### config.mk
export PLATFORM = sky130hd
export DESIGN_NAME = ps2_mouse_packet
export DESIGN_NICKNAME = d
export VERILOG_FILES = /design/src/rtl/ps2_mouse_packet.sv
export SDC_FILE = /design/constraint.sdc
export NUM_CORES = 1
export LEC_CHECK = 0
export ABC_AREA = 1
export BUFFER_PORTS_ARGS = -buffer_cell sky130_fd_sc_hd__buf_2
export CAP_MARGIN = 20
export CORE_ASPECT_RATIO = 1.1
export CORE_MARGIN = 5
export CORE_UTILIZATION = 35
export DETAILED_ROUTE_END_ITERATION = 16
export MAX_ROUTING_LAYER = met4
export SLEW_MARGIN = 20
export SYNTH_ARGS = -nofsm -noshare
export SYNTH_HDL_FRONTEND = slang
export SYNTH_SLANG_ARGS = --single-unit
### constraint.sdc
create_clock -name clk_sys -period 2.01 [get_ports clk_sys]
set_input_delay 0.3015 -clock clk_sys [delete_from_list [all_inputs] [get_ports clk_sys]]
set_output_delay 0.3015 -clock clk_sys [all_outputs]
set_load 0.01 [all_outputs]
### src/rtl/ps2_mouse_packet.sv
// PS/2 mouse receiver: synchronises and deglitches the PS/2 lines, frames
// 11-bit serial bytes and assembles 3-byte movement packets into decoded outputs.
module ps2_mouse_packet #(
  parameter int FILT_LEN = 8,
  parameter int TIMEOUT  = 6000
) (
  input  logic       clk_sys,
  input  logic       rst_n,
  input  logic       ce,
  input  logic       ps2_mouse_clk,
  input  logic       ps2_mouse_data,
  output logic       pkt_valid,
  output logic [2:0] buttons,
  output logic [8:0] dx,
  output logic [8:0] dy,
  output logic       err,
  output logic [1:0] frame_state
);

  typedef enum logic [1:0] {IDLE, DATA, PARITY, STOP} state_t;

  localparam int FW = $clog2(FILT_LEN + 1);
  localparam int TW = $clog2(TIMEOUT + 1);
  localparam logic [FW-1:0] FILT_MAX = FW'(FILT_LEN - 1);
  localparam logic [TW-1:0] TO_MAX   = TW'(TIMEOUT);

  state_t        state;
  logic          clk_s1, clk_s2, dat_s1, dat_s2;
  logic          filt_clk;
  logic [FW-1:0] filt_cnt;
  logic [TW-1:0] to_cnt;
  logic          fall;
  logic          abort;
  logic [2:0]    bit_cnt;
  logic [7:0]    shreg;
  logic          par_ok;
  logic [1:0]    idx;
  logic [6:0]    hdr;   // byte 0 without its always-one sync bit: {b7,b6,b5,b4,b2,b1,b0}
  logic [7:0]    byte1;

  assign frame_state = state;

  function automatic logic [8:0] sat_move(input logic ovf, input logic sign,
                                          input logic [7:0] mag);
    if (ovf) return sign ? 9'h100 : 9'h0FF;
    return {sign, mag};
  endfunction

  always_ff @(posedge clk_sys or negedge rst_n) begin
    if (!rst_n) begin
      clk_s1 <= 1'b1;
      clk_s2 <= 1'b1;
      dat_s1 <= 1'b1;
      dat_s2 <= 1'b1;
    end else begin
      clk_s1 <= ps2_mouse_clk;
      clk_s2 <= clk_s1;
      dat_s1 <= ps2_mouse_data;
      dat_s2 <= dat_s1;
    end
  end

  // The filter counts consecutive ce samples that disagree with the current level.
  always_ff @(posedge clk_sys or negedge rst_n) begin
    if (!rst_n) begin
      filt_clk <= 1'b1;
      filt_cnt <= '0;
    end else if (ce) begin
      if (clk_s2 == filt_clk) begin
        filt_cnt <= '0;
      end else if (filt_cnt == FILT_MAX) begin
        filt_clk <= clk_s2;
        filt_cnt <= '0;
      end else begin
        filt_cnt <= filt_cnt + 1'b1;
      end
    end
  end

  assign fall = ce && filt_clk && !clk_s2 && (filt_cnt == FILT_MAX);

  always_ff @(posedge clk_sys or negedge rst_n) begin
    if (!rst_n) begin
      to_cnt <= '0;
    end else if (fall) begin
      to_cnt <= '0;
    end else if (ce && to_cnt != TO_MAX) begin
      to_cnt <= to_cnt + 1'b1;
    end
  end

  assign abort = (to_cnt == TO_MAX) && ((state != IDLE) || (idx != 2'd0));

  always_ff @(posedge clk_sys or negedge rst_n) begin
    if (!rst_n) begin
      state     <= IDLE;
      bit_cnt   <= '0;
      shreg     <= '0;
      par_ok    <= 1'b0;
      idx       <= '0;
      hdr       <= '0;
      byte1     <= '0;
      pkt_valid <= 1'b0;
      err       <= 1'b0;
      buttons   <= '0;
      dx        <= '0;
      dy        <= '0;
    end else begin
      pkt_valid <= 1'b0;
      err       <= 1'b0;
      if (fall) begin
        case (state)
          IDLE: begin
            if (!dat_s2) begin
              state   <= DATA;
              bit_cnt <= '0;
            end
          end
          DATA: begin
            shreg   <= {dat_s2, shreg[7:1]};
            bit_cnt <= bit_cnt + 1'b1;
            if (bit_cnt == 3'd7) state <= PARITY;
          end
          PARITY: begin
            par_ok <= ^{shreg, dat_s2};
            state  <= STOP;
          end
          STOP: begin
            state <= IDLE;
            if (!dat_s2 || !par_ok) begin
              err <= 1'b1;
              idx <= 2'd0;
            end else begin
              case (idx)
                2'd0: begin
                  // Bit 3 of the header is always set; a clear bit means we lost sync.
                  if (!shreg[3]) begin
                    err <= 1'b1;
                  end else begin
                    hdr <= {shreg[7:4], shreg[2:0]};
                    idx <= 2'd1;
                  end
                end
                2'd1: begin
                  byte1 <= shreg;
                  idx   <= 2'd2;
                end
                2'd2: begin
                  idx       <= 2'd0;
                  pkt_valid <= 1'b1;
                  buttons   <= hdr[2:0];
                  dx        <= sat_move(hdr[5], hdr[3], byte1);
                  dy        <= sat_move(hdr[6], hdr[4], shreg);
                end
                default: idx <= 2'd0;
              endcase
            end
          end
          default: state <= IDLE;
        endcase
      end else if (abort) begin
        state <= IDLE;
        idx   <= 2'd0;
      end
    end
  end

endmodule

# == Yosys cells after proc, flatten, opt, wreduce, memory -nomap -nowiden ==
# Cells that the tools add are included.
# classes
add_sub_neg,3
n_bitwise,2
reduce_logical,27
muxes,41
n_eq_ne,15
# ops
operator,count
$mux 9,6
$mux 13,2
$mux 1,19
$mux 2,8
$add 13x1->13 const B,1
$eq 13x13->1 const B,1
$ne 13x13->1 const B,1
$reduce_and 3->1,4
$reduce_bool 2->1,5
$reduce_xor 9->1,1
$mux 4,2
$pmux 2 s4,1
$reduce_and 4->1,2
$eq 2x2->1 const B,3
$ne 3x3->1 const B,2
$pmux 3 s2,1
$logic_and 1x1->1,5
$reduce_and 5->1,1
$add 4x1->4 const B,1
$eq 2x1->1 const B,2
$eq 4x3->1 const B,1
$logic_not 2->1,2
$ne 4x4->1 const B,1
$pmux 2 s2,1
other kinds (10),15
# totals
word_cells,107
out_inout_bits,25
register_bits,76
in_bits,5

# == Depth between registers and ports, before layout ==
# Gate-level depths: netlist (run 1).
# logic_depth
depth_word,6
mapped_depth,12
ltp_nobuf,11

# == Least setup slack after synthesis (run 1) ==
# Ideal clock, no wire load.
# synth_timing
kind,reg-to-reg
start,register state[0] (netlist: frame_state[0])
end,register dy[0]
path_buffers,1
t_required_ns,1.893
slack_ns,0.484
arrival_time_ns,1.410
period_less_slack_ns,1.526
path_stages_with_launch,8
setup_ns,0.117
cell_sequence,dfrtp_1 > ha_1 > inv_1 > nor3_1 > nand2_2 > buf_2 > nand2_1 > nand2_1
# synth_between
elab_chain_cells,2
# synth_lines
item,line,rtl
"start, declared",27,state_t state;
"start signal, assigned",96,state <= IDLE;
"start signal, assigned",115,state <= DATA;
"start signal, assigned",122,if (bit_cnt == 3'd7) state <= PARITY;
$eq 2x2->1,112,case (state)
$reduce_and 4->1 (no source line),-,
"end signal, assigned",153,"dy <= sat_move(hdr[6], hdr[4], shreg);"
"end, declared",15,"output logic [8:0] dy,"
# Every way passes these cells.
# A chain may end at the register's enable or synchronous reset.

# == Worst setup path in the final report (run 1) ==
# layout_timing
start,register filt_cnt[0]
end,register dx[2]
# layout_between
elab_chain_cells,3
# layout_lines
item,line,rtl
"start, declared",30,logic [FW-1:0] filt_cnt;
"start signal, assigned",75,filt_cnt <= filt_cnt + 1'b1;
$eq 4x3->1,80,assign fall = ce && filt_clk && !clk_s2 && (filt_cnt == FILT_MAX);
$logic_and 1x1->1,80,
$reduce_and 4->1 (no source line),-,
"end signal, assigned",152,"dx <= sat_move(hdr[5], hdr[3], byte1);"
"end, declared",14,"output logic [8:0] dx,"
# Every way passes these cells.

==> summary.md, run 1 <==
| Metric | Value |
|---|---|
| Run status | complete, no violations |
| Post-Route WL | 7723 µm |
| Largest net degree at the start of global routing | 50 |
| Placer Congestion | around 0.82 |
| Clock latency on the worst-skew pair | ~0.33 ns |
| Req. time, crit path | 2.28 ns |
| Fmax achieved | 582.9 MHz |
| Yosys warnings | 0 |
| Mapped cell area | 3782 µm² |
| Most common cell in the netlist | nand2_1 |
| Top_reg_cell synth | dfrtp_1 |
| PortBufs | 29 |
| Clock skew | 0.008490 ns |
| Critical Path End Type | flop |
| Die W | 109.1 µm |
| CTS tree | built |
| Hold Fails Final Rpt | 0 |
| Number of CTS-inserted buffers | 9 |
| Fin crit share | between 80% and 90% |
| Switch Pwr | 911.7 µW |
| Adder-cell area share of the yosys netlist | between 3 and 4% |
| Crit path buf inv count | 3 |
| Post-synth ARST share | 100.0% |
| Synth top area share | a little under half |
| PD cells | 818.4 nW/µm² |
| Minimum clock period | 1.716 ns |
| Synth top area cells | dfrtp_1 (47%), nand2_1 (16%), o21ai_0 (6.0%) |
| Combinational Power Share | 8.0% |
| Area of the multi-input gates | roughly 1600 µm² |
| Number of diodes | 0 |
| Multiplexer area fraction after synthesis | less than 1% |
| CP arrival | 1.99 ns |
| Initial Utilization | between 30% and 40% |
| CP max stage cell | dfrtp_1 |
| Nets | 506 |
| Post-synthesis simple-gate area fraction | 26.27% |
| Grt ovf | 0 |
| Clk pwr share | 44.3% |
| Die H | 119.0 µm |
| RSZ-0062 raised after global routing | false |
| Vias/cell | about 4.7 |
| Residual DRC | 0 |
| Post-Layout Inst Area | 4400 µm² |
| Drt pass-1 iters | 4 |
| First-pass GRT wire length | ~14000 µm |
| Yosys cell types | 35 |
| Yosys reg bits | 76 |
| Cells after synthesis | 455 |
| Setup Crit Path Kind | reg -> reg |
| Layout cells sized above 1 | 17.34% |
| Final setup TNS | 0 ns |
| HPWL Detailed | 5461 µm |
| DIE AREA | between 10000 and 15000 µm² |
| Routed via count | 2998 |
| Mean post-synth cell area | 8.313 µm² |
| Setup violators final | 0 |
| Initial antenna violation count | 0 |
| Crit-path max cell delay | 0.37 ns |
| Final Slew Violations | 0 |
| CTS Sinks | 76 |
| Root Buffer | clkbuf_16 |
| Seq/Total Area, Yosys | about half |
| # IOs | 30 |
| First DRT Iteration DRCs | 131 |
| Rows | 39 |
| Placed cell area | 4096 µm² |
| Nature of the critical path startpoint | flop |
| CP top delay family | simple AND/OR/NAND/NOR gates |
| LEAKAGE | around 0.0023 µW |
| Crit-path cells | ha_1 -> nand2_2 -> nor2_4 -> nand2_4 -> inv_4 -> nand2_4 -> clkinv_4 -> nand2_2 -> inv_2 -> nand2_1 -> nand2_1 |
| Largest family of logic cells by synthesized area | simple AND/OR/NAND/NOR gates |
| Fillers | 1061 |
| CTS max path bufs | 2 |
| Tot GR Track Use | a little over an eighth |
| Peak VDD IR | 0.0004526 V |
| H-tree depth | 3 |
| Maxcap violations | 0 |
| Register area | 1908 µm² |
| P&R area growth vs syn | 16.34% |
| Avg WL per Cell | 12.09 µm |
| Core Box Area | 10490 µm² |
| Synth top cells by count | nand2_1 (163), dfrtp_1 (71), o21ai_0 (45) |
| Vias in the first global route | 2957 |
| EDFF count, synth | 0 |
| Max FO, Critical Path | 20 |
| Mapped Nets | 470 |
| Synth area leader | dfrtp_1 |
| Synth Area in Compound Gates | 11.25% |
| Switching Fraction | 25.32% |
| Number of gates resized after cts | 0 |
| Post-DRT Antenna Nets | 0 |
| Slew @ Worst Pin | slightly below 0.4 ns |
| Pint | 2690 µW |
| Post-synthesis xor/xnor area fraction | 1.621% |
| Seq pwr share | 47.7% |
| Min-delay worst type | in -> reg |
| Clock-pin slew on the worst setup and hold paths | about 0.06 ns |
| Slew margin rel. | 74.23% |
==> metal layers <==
layer	GRT usage [%]	up-vias	part of all wire, %
met5	-	-	0
met4	4.736	0	1.4
met3	3.463	8	4.5
met2	21.31	57	48
met1	15.62	1408	46
li1	-	1525	-
==> worst reg2reg max path: stages, from the launching register on <==
cell      delay [ns]
dfrtp_1         0.37
ha_1            0.19
nand2_2         0.08
nor2_4          0.13
nand2_4         0.07
inv_4           0.09
nand2_4         0.06
clkinv_4        0.07
nand2_2         0.13
inv_2           0.29
nand2_1         0.10
nand2_1         0.08
==> registers in the layout (all words and copies together) (netlist names) <==
signal	cells
filt_cnt	4
idx	2
dat_s2	1
par_ok	1
dy	9
dat_s1	1
to_cnt	13
hdr	7
dx	9
clk_s2	1
byte1	8
frame_state	2
err	1
bit_cnt	3
shreg	8
pkt_valid	1
buttons	3
filt_clk	1
clk_s1	1
==> power groups by stage <==
stage	clock network, µW	registers, µW	logic (µW)
2_1_floorplan	0	1720	208
3_3_place_gp	0	1740	285
3_5_place_dp	0	1750	289
4_1_cts	1640	1720	293
5_1_grt	1700	1740	337
6_report	1590	1720	288
==> through the flow <==
| step | total power, µW | worst slack, ns | hold WS, ns | utilization [%] | std cells |
|---|---|---|---|---|---|
| final | 3601 | 0.2944 | 0.06399 | 41.94 | 639 |
| after global routing | 3776 | 0.07101 | 0.05226 | 41.94 | 639 |
| after CTS | 3654 | 0.2794 | 0.04317 | 41.94 | 639 |
| after detailed placement | 2034 | 0.2856 | 0.2459 | 39.05 | 622 |
| after global placement | 2028 | 0.3397 | 0.2450 | 39.05 | 622 |
| after floorplan | 1927 | 0.4839 | 0.005909 | - | 455 |
==> kinds of logic after synthesis <==
logic type | Yosys count
and+or+nand+nor | 231
DFF | 76
AOI/OAI and AO/OA | 71
buffers and inverters | 59
adders and majority gates | 10
xor gates and xnor gates | 7
muxes | 1
==> cell type report <==
| cell class | instances | share of cell area (%) |
|---|---|---|
| clock buffers | 10 | 5.203 |
| clock inverters | 6 | 1.479 |
| inverters | 48 | 4.265 |
| multi-input cells | 320 | 36.74 |
| flip-flops and latches | 76 | 43.36 |
| well taps | 143 | 4.066 |
| repair buffers | 36 | 4.891 |
==> repair_timing <==
action                                 4_1_cts  5_1_grt
endpoints found under the hold margin       27        0
setup buffers                                0        0
hold buffers                                 1        0
==> path summary, 6_finish.rpt <==
kind                       cells past startpoint                     from                end  slack [ns]
setup / recovery                              11  filt_cnt[0]$_DFFE_PN0P_  dx[2]$_DFFE_PN0P_        0.29
hold / removal                                 1           ps2_mouse_data   dat_s1$_DFF_PN1_        0.06
setup reg to reg                              11  filt_cnt[0]$_DFFE_PN0P_  dx[2]$_DFFE_PN0P_        0.29
hold reg to reg                                0         dat_s1$_DFF_PN1_   dat_s2$_DFF_PN1_        0.36
max in group asynchronous                      3                    rst_n   dat_s1$_DFF_PN1_        0.96
min in group asynchronous                      2                    rst_n  dx[4]$_DFFE_PN0P_        0.42
==> placed cells by master, fill, tap and decap left out, types with 7 or more instances in the layout <==
cell / instances
o21ai_2: 15
buf_2: 28
nand4_1: 7
inv_1: 44
nor2_1: 24
nand2_1: 163
o21ai_0: 45
clkbuf_16: 9
nand3_1: 21
ha_1: 10
dfrtp_1: 71
Power figures use the tool's default switching activity.
==> run 2, diff against run 1 <==
BUFFER_PORTS_ARGS = default   (was -buffer_cell sky130_fd_sc_hd__buf_2)
DONT_BUFFER_PORTS = 1   (was default)
==> summary.md, run 2 (same netlist as run 1, synthesis figures left out) <==
| Metric | Value |
|---|---|
| Placed cells | 593 (was 622) |
| Hold_buf cts | 2 (was 1) |
| Setup Buffers After CTS | 0 (unchanged) |
| Largest reg by FF count | to_cnt (unchanged) |
| Non-Filler Instances | 611 (was 639) |
| Min-delay worst type | in -> async (was in -> reg) |
| Final Slew Violations | 0 (unchanged) |
| Avg WL per Cell | 12.53 µm (was 12.09 µm) |
| Number of gates resized after cts | 0 (unchanged) |
| PD cells | 840.0 nW/µm² (was 818.4 nW/µm²) |
| Rows | 39 (unchanged) |
| First DRT Iteration DRCs | 110 (was 131) |
| Final setup TNS | 0 ns (unchanged) |
| Req. time, crit path | 2.22 ns (was 2.28 ns) |
| Worst Setup Slack, final | 0.2068 ns (was 0.2944 ns) |
| Die W | 109.1 µm (unchanged) |
| Minimum hold slack | -0.3367 ns (was 0.06399 ns) |
| CTS max path bufs | 2 (unchanged) |
| Post-Layout Inst Area | 4250 µm² (was 4400 µm²) |
| Placed cell area | 3936 µm² (was 4096 µm²) |
| Vias/cell | 4.725 (was 4.692) |
| Minimum clock period | 1.803 ns (was 1.716 ns) |
| Root Buffer | clkbuf_16 (unchanged) |
| Seq pwr share | 48.3% (was 47.7%) |
| Max reg flops | 13 (unchanged) |
| Critical Path End Type | flop (unchanged) |
| Initial antenna violation count | 0 (unchanged) |
| Maxcap violations | 0 (unchanged) |
| Slew @ Worst Pin | 0.3775 ns (was 0.3852 ns) |
| Peak VDD IR | 0.0004669 V (was 0.0004526 V) |
| Vias in the first global route | 2765 (was 2957) |
| Biggest regs | to_cnt x13, dx x9, dy x9 (unchanged) |
| Pint | 2683 µW (was 2690 µW) |
| Fmax achieved | 554.6 MHz (was 582.9 MHz) |
| Post-Route WL | 7657 µm (was 7723 µm) |
| Switching Fraction | 24.85% (was 25.32%) |
| Post-DRT Antenna Nets | 0 (unchanged) |
| Tot GR Track Use | 12.91% (was 13.14%) |
| HPWL Detailed | 5387 µm (was 5461 µm) |
| Commonest non-fill, non-tap cells in the layout | nand2_1 (163), dfrtp_1 (71), o21ai_0 (45) (unchanged) |
| LEAKAGE | 0.002096 µW (was 0.002252 µW) |
| Drt pass-1 iters | 4 (unchanged) |
| Layout cells sized above 1 | 12.18% (was 17.34%) |
| CP arrival | 2.02 ns (was 1.99 ns) |
| Dpl ws | 0.2276 ns (was 0.2856 ns) |
| Fin crit share | 89.71% (was 85.36%) |
| Number of CTS-inserted buffers | 9 (unchanged) |
| Nets | 478 (was 506) |
| Setup violators final | 0 (unchanged) |
| Slew margin rel. | 74.74% (was 74.23%) |
| # IOs | 30 (unchanged) |
| Clock-pin slew on the worst setup and hold paths | 0.06 ns (about the same) |
| H-tree depth | 3 (unchanged) |
| Clock latency on the worst-skew pair | 0.33 ns (about the same) |
| Switch Pwr | 887.2 µW (was 911.7 µW) |
| Die H | 119.0 µm (unchanged) |
| Core Box Area | 10490 µm² (unchanged) |
| Max FO, Critical Path | 17 (was 20) |
| Initial Utilization | 36.05% (unchanged) |
| Residual DRC | 0 (unchanged) |
| Failing checks | negative hold slack |
| CTS tree | built (unchanged) |
| CTS Sinks | 76 (unchanged) |
| Placer Congestion | 0.8004 (was 0.8192) |
| Grt ovf | 0 (unchanged) |
| Run status | complete, but fails checks (was complete, no violations) |
| Hold Fails Final Rpt | 76 (was 0) |
| Number of diodes | 0 (unchanged) |
| Clk pwr share | 44.7% (was 44.3%) |
| Commonest non-fill, non-tap cell in the layout | nand2_1 (unchanged) |
| First-pass GRT wire length | 13020 µm (was 13530 µm) |
| PortBufs | 0 (was 29) |
| Combinational Power Share | 7.0% (was 8.0%) |
| P&R area growth vs syn | 12.37% (was 16.34%) |
| Clock skew | 0.005965 ns (was 0.008490 ns) |
| Routed via count | 2887 (was 2998) |
| RSZ-0062 raised after global routing | false (unchanged) |
| Largest net degree at the start of global routing | 77 (was 50) |
| Nature of the critical path startpoint | flop (unchanged) |
| DIE AREA | 12990 µm² (unchanged) |
| Setup Crit Path Kind | reg -> reg (unchanged) |
| Reg-to-reg setup timing slack | 0.21 ns (was 0.29 ns) |
[run 2: final timing paths]
check | endpoint | startpoint | cells past startpoint
setup / recovery | byte1[1]$_DFFE_PN0P_ | filt_cnt[0]$_DFFE_PN0P_ | 10
hold reg to reg | dat_s2$_DFF_PN1_ | dat_s1$_DFF_PN1_ | 0
hold / removal | dx[6]$_DFFE_PN0P_ | rst_n | 0
setup reg to reg | byte1[1]$_DFFE_PN0P_ | filt_cnt[0]$_DFFE_PN0P_ | 10
max in group asynchronous | dat_s2$_DFF_PN1_ | rst_n | 0
min in group clk_sys | filt_clk$_DFFE_PN1P_ | ce | 2
[run 2: critical path, cell delays in order (launching register included)]
cell      delay (ns)
dfrtp_1         0.38
ha_1            0.20
nand2_2         0.09
nor2_4          0.13
nand2_4         0.15
inv_4           0.13
nand2_4         0.06
clkinv_4        0.07
nand4_4         0.23
nand2_1         0.16
o21ai_2         0.06
[run 2: through the flow]
stage | power, µW | utilization (%)
CTS | 3603 | 40.51
global placement | 1985 | 37.52
global route | 3730 | 40.51
floorplan | 1927 | -
finish | 3570 | 40.51
detailed placement | 1994 | 37.52
[run 2: final cells by class]
type	instances	area [µm²]
sequential	76	1908
tap	143	178.9
inverter	48	187.7
timing repair buffer	8	65.06
clock inverter	6	65.06
fill	1062	6241
clock buffer	10	229.0
multi-input combinational	320	1617
[run 2: power by group through the flow]
stage          Clock [µW]  Combinational (µW)  Sequential [µW]
2_1_floorplan           0                 208             1720
3_3_place_gp            0                 243             1740
3_5_place_dp            0                 251             1740
4_1_cts              1630                 253             1720
5_1_grt              1690                 299             1740
6_report             1590                 251             1720
[run 2: metal layers]
layer  GRT usage (%)  vias to the layer above  wire [µm]
met1           15.74                     1348       3551
met4           3.867                        0        112
li1                -                     1470          -
met2           20.39                       56       3559
met3           4.113                       13        433
met5               -                        -          0
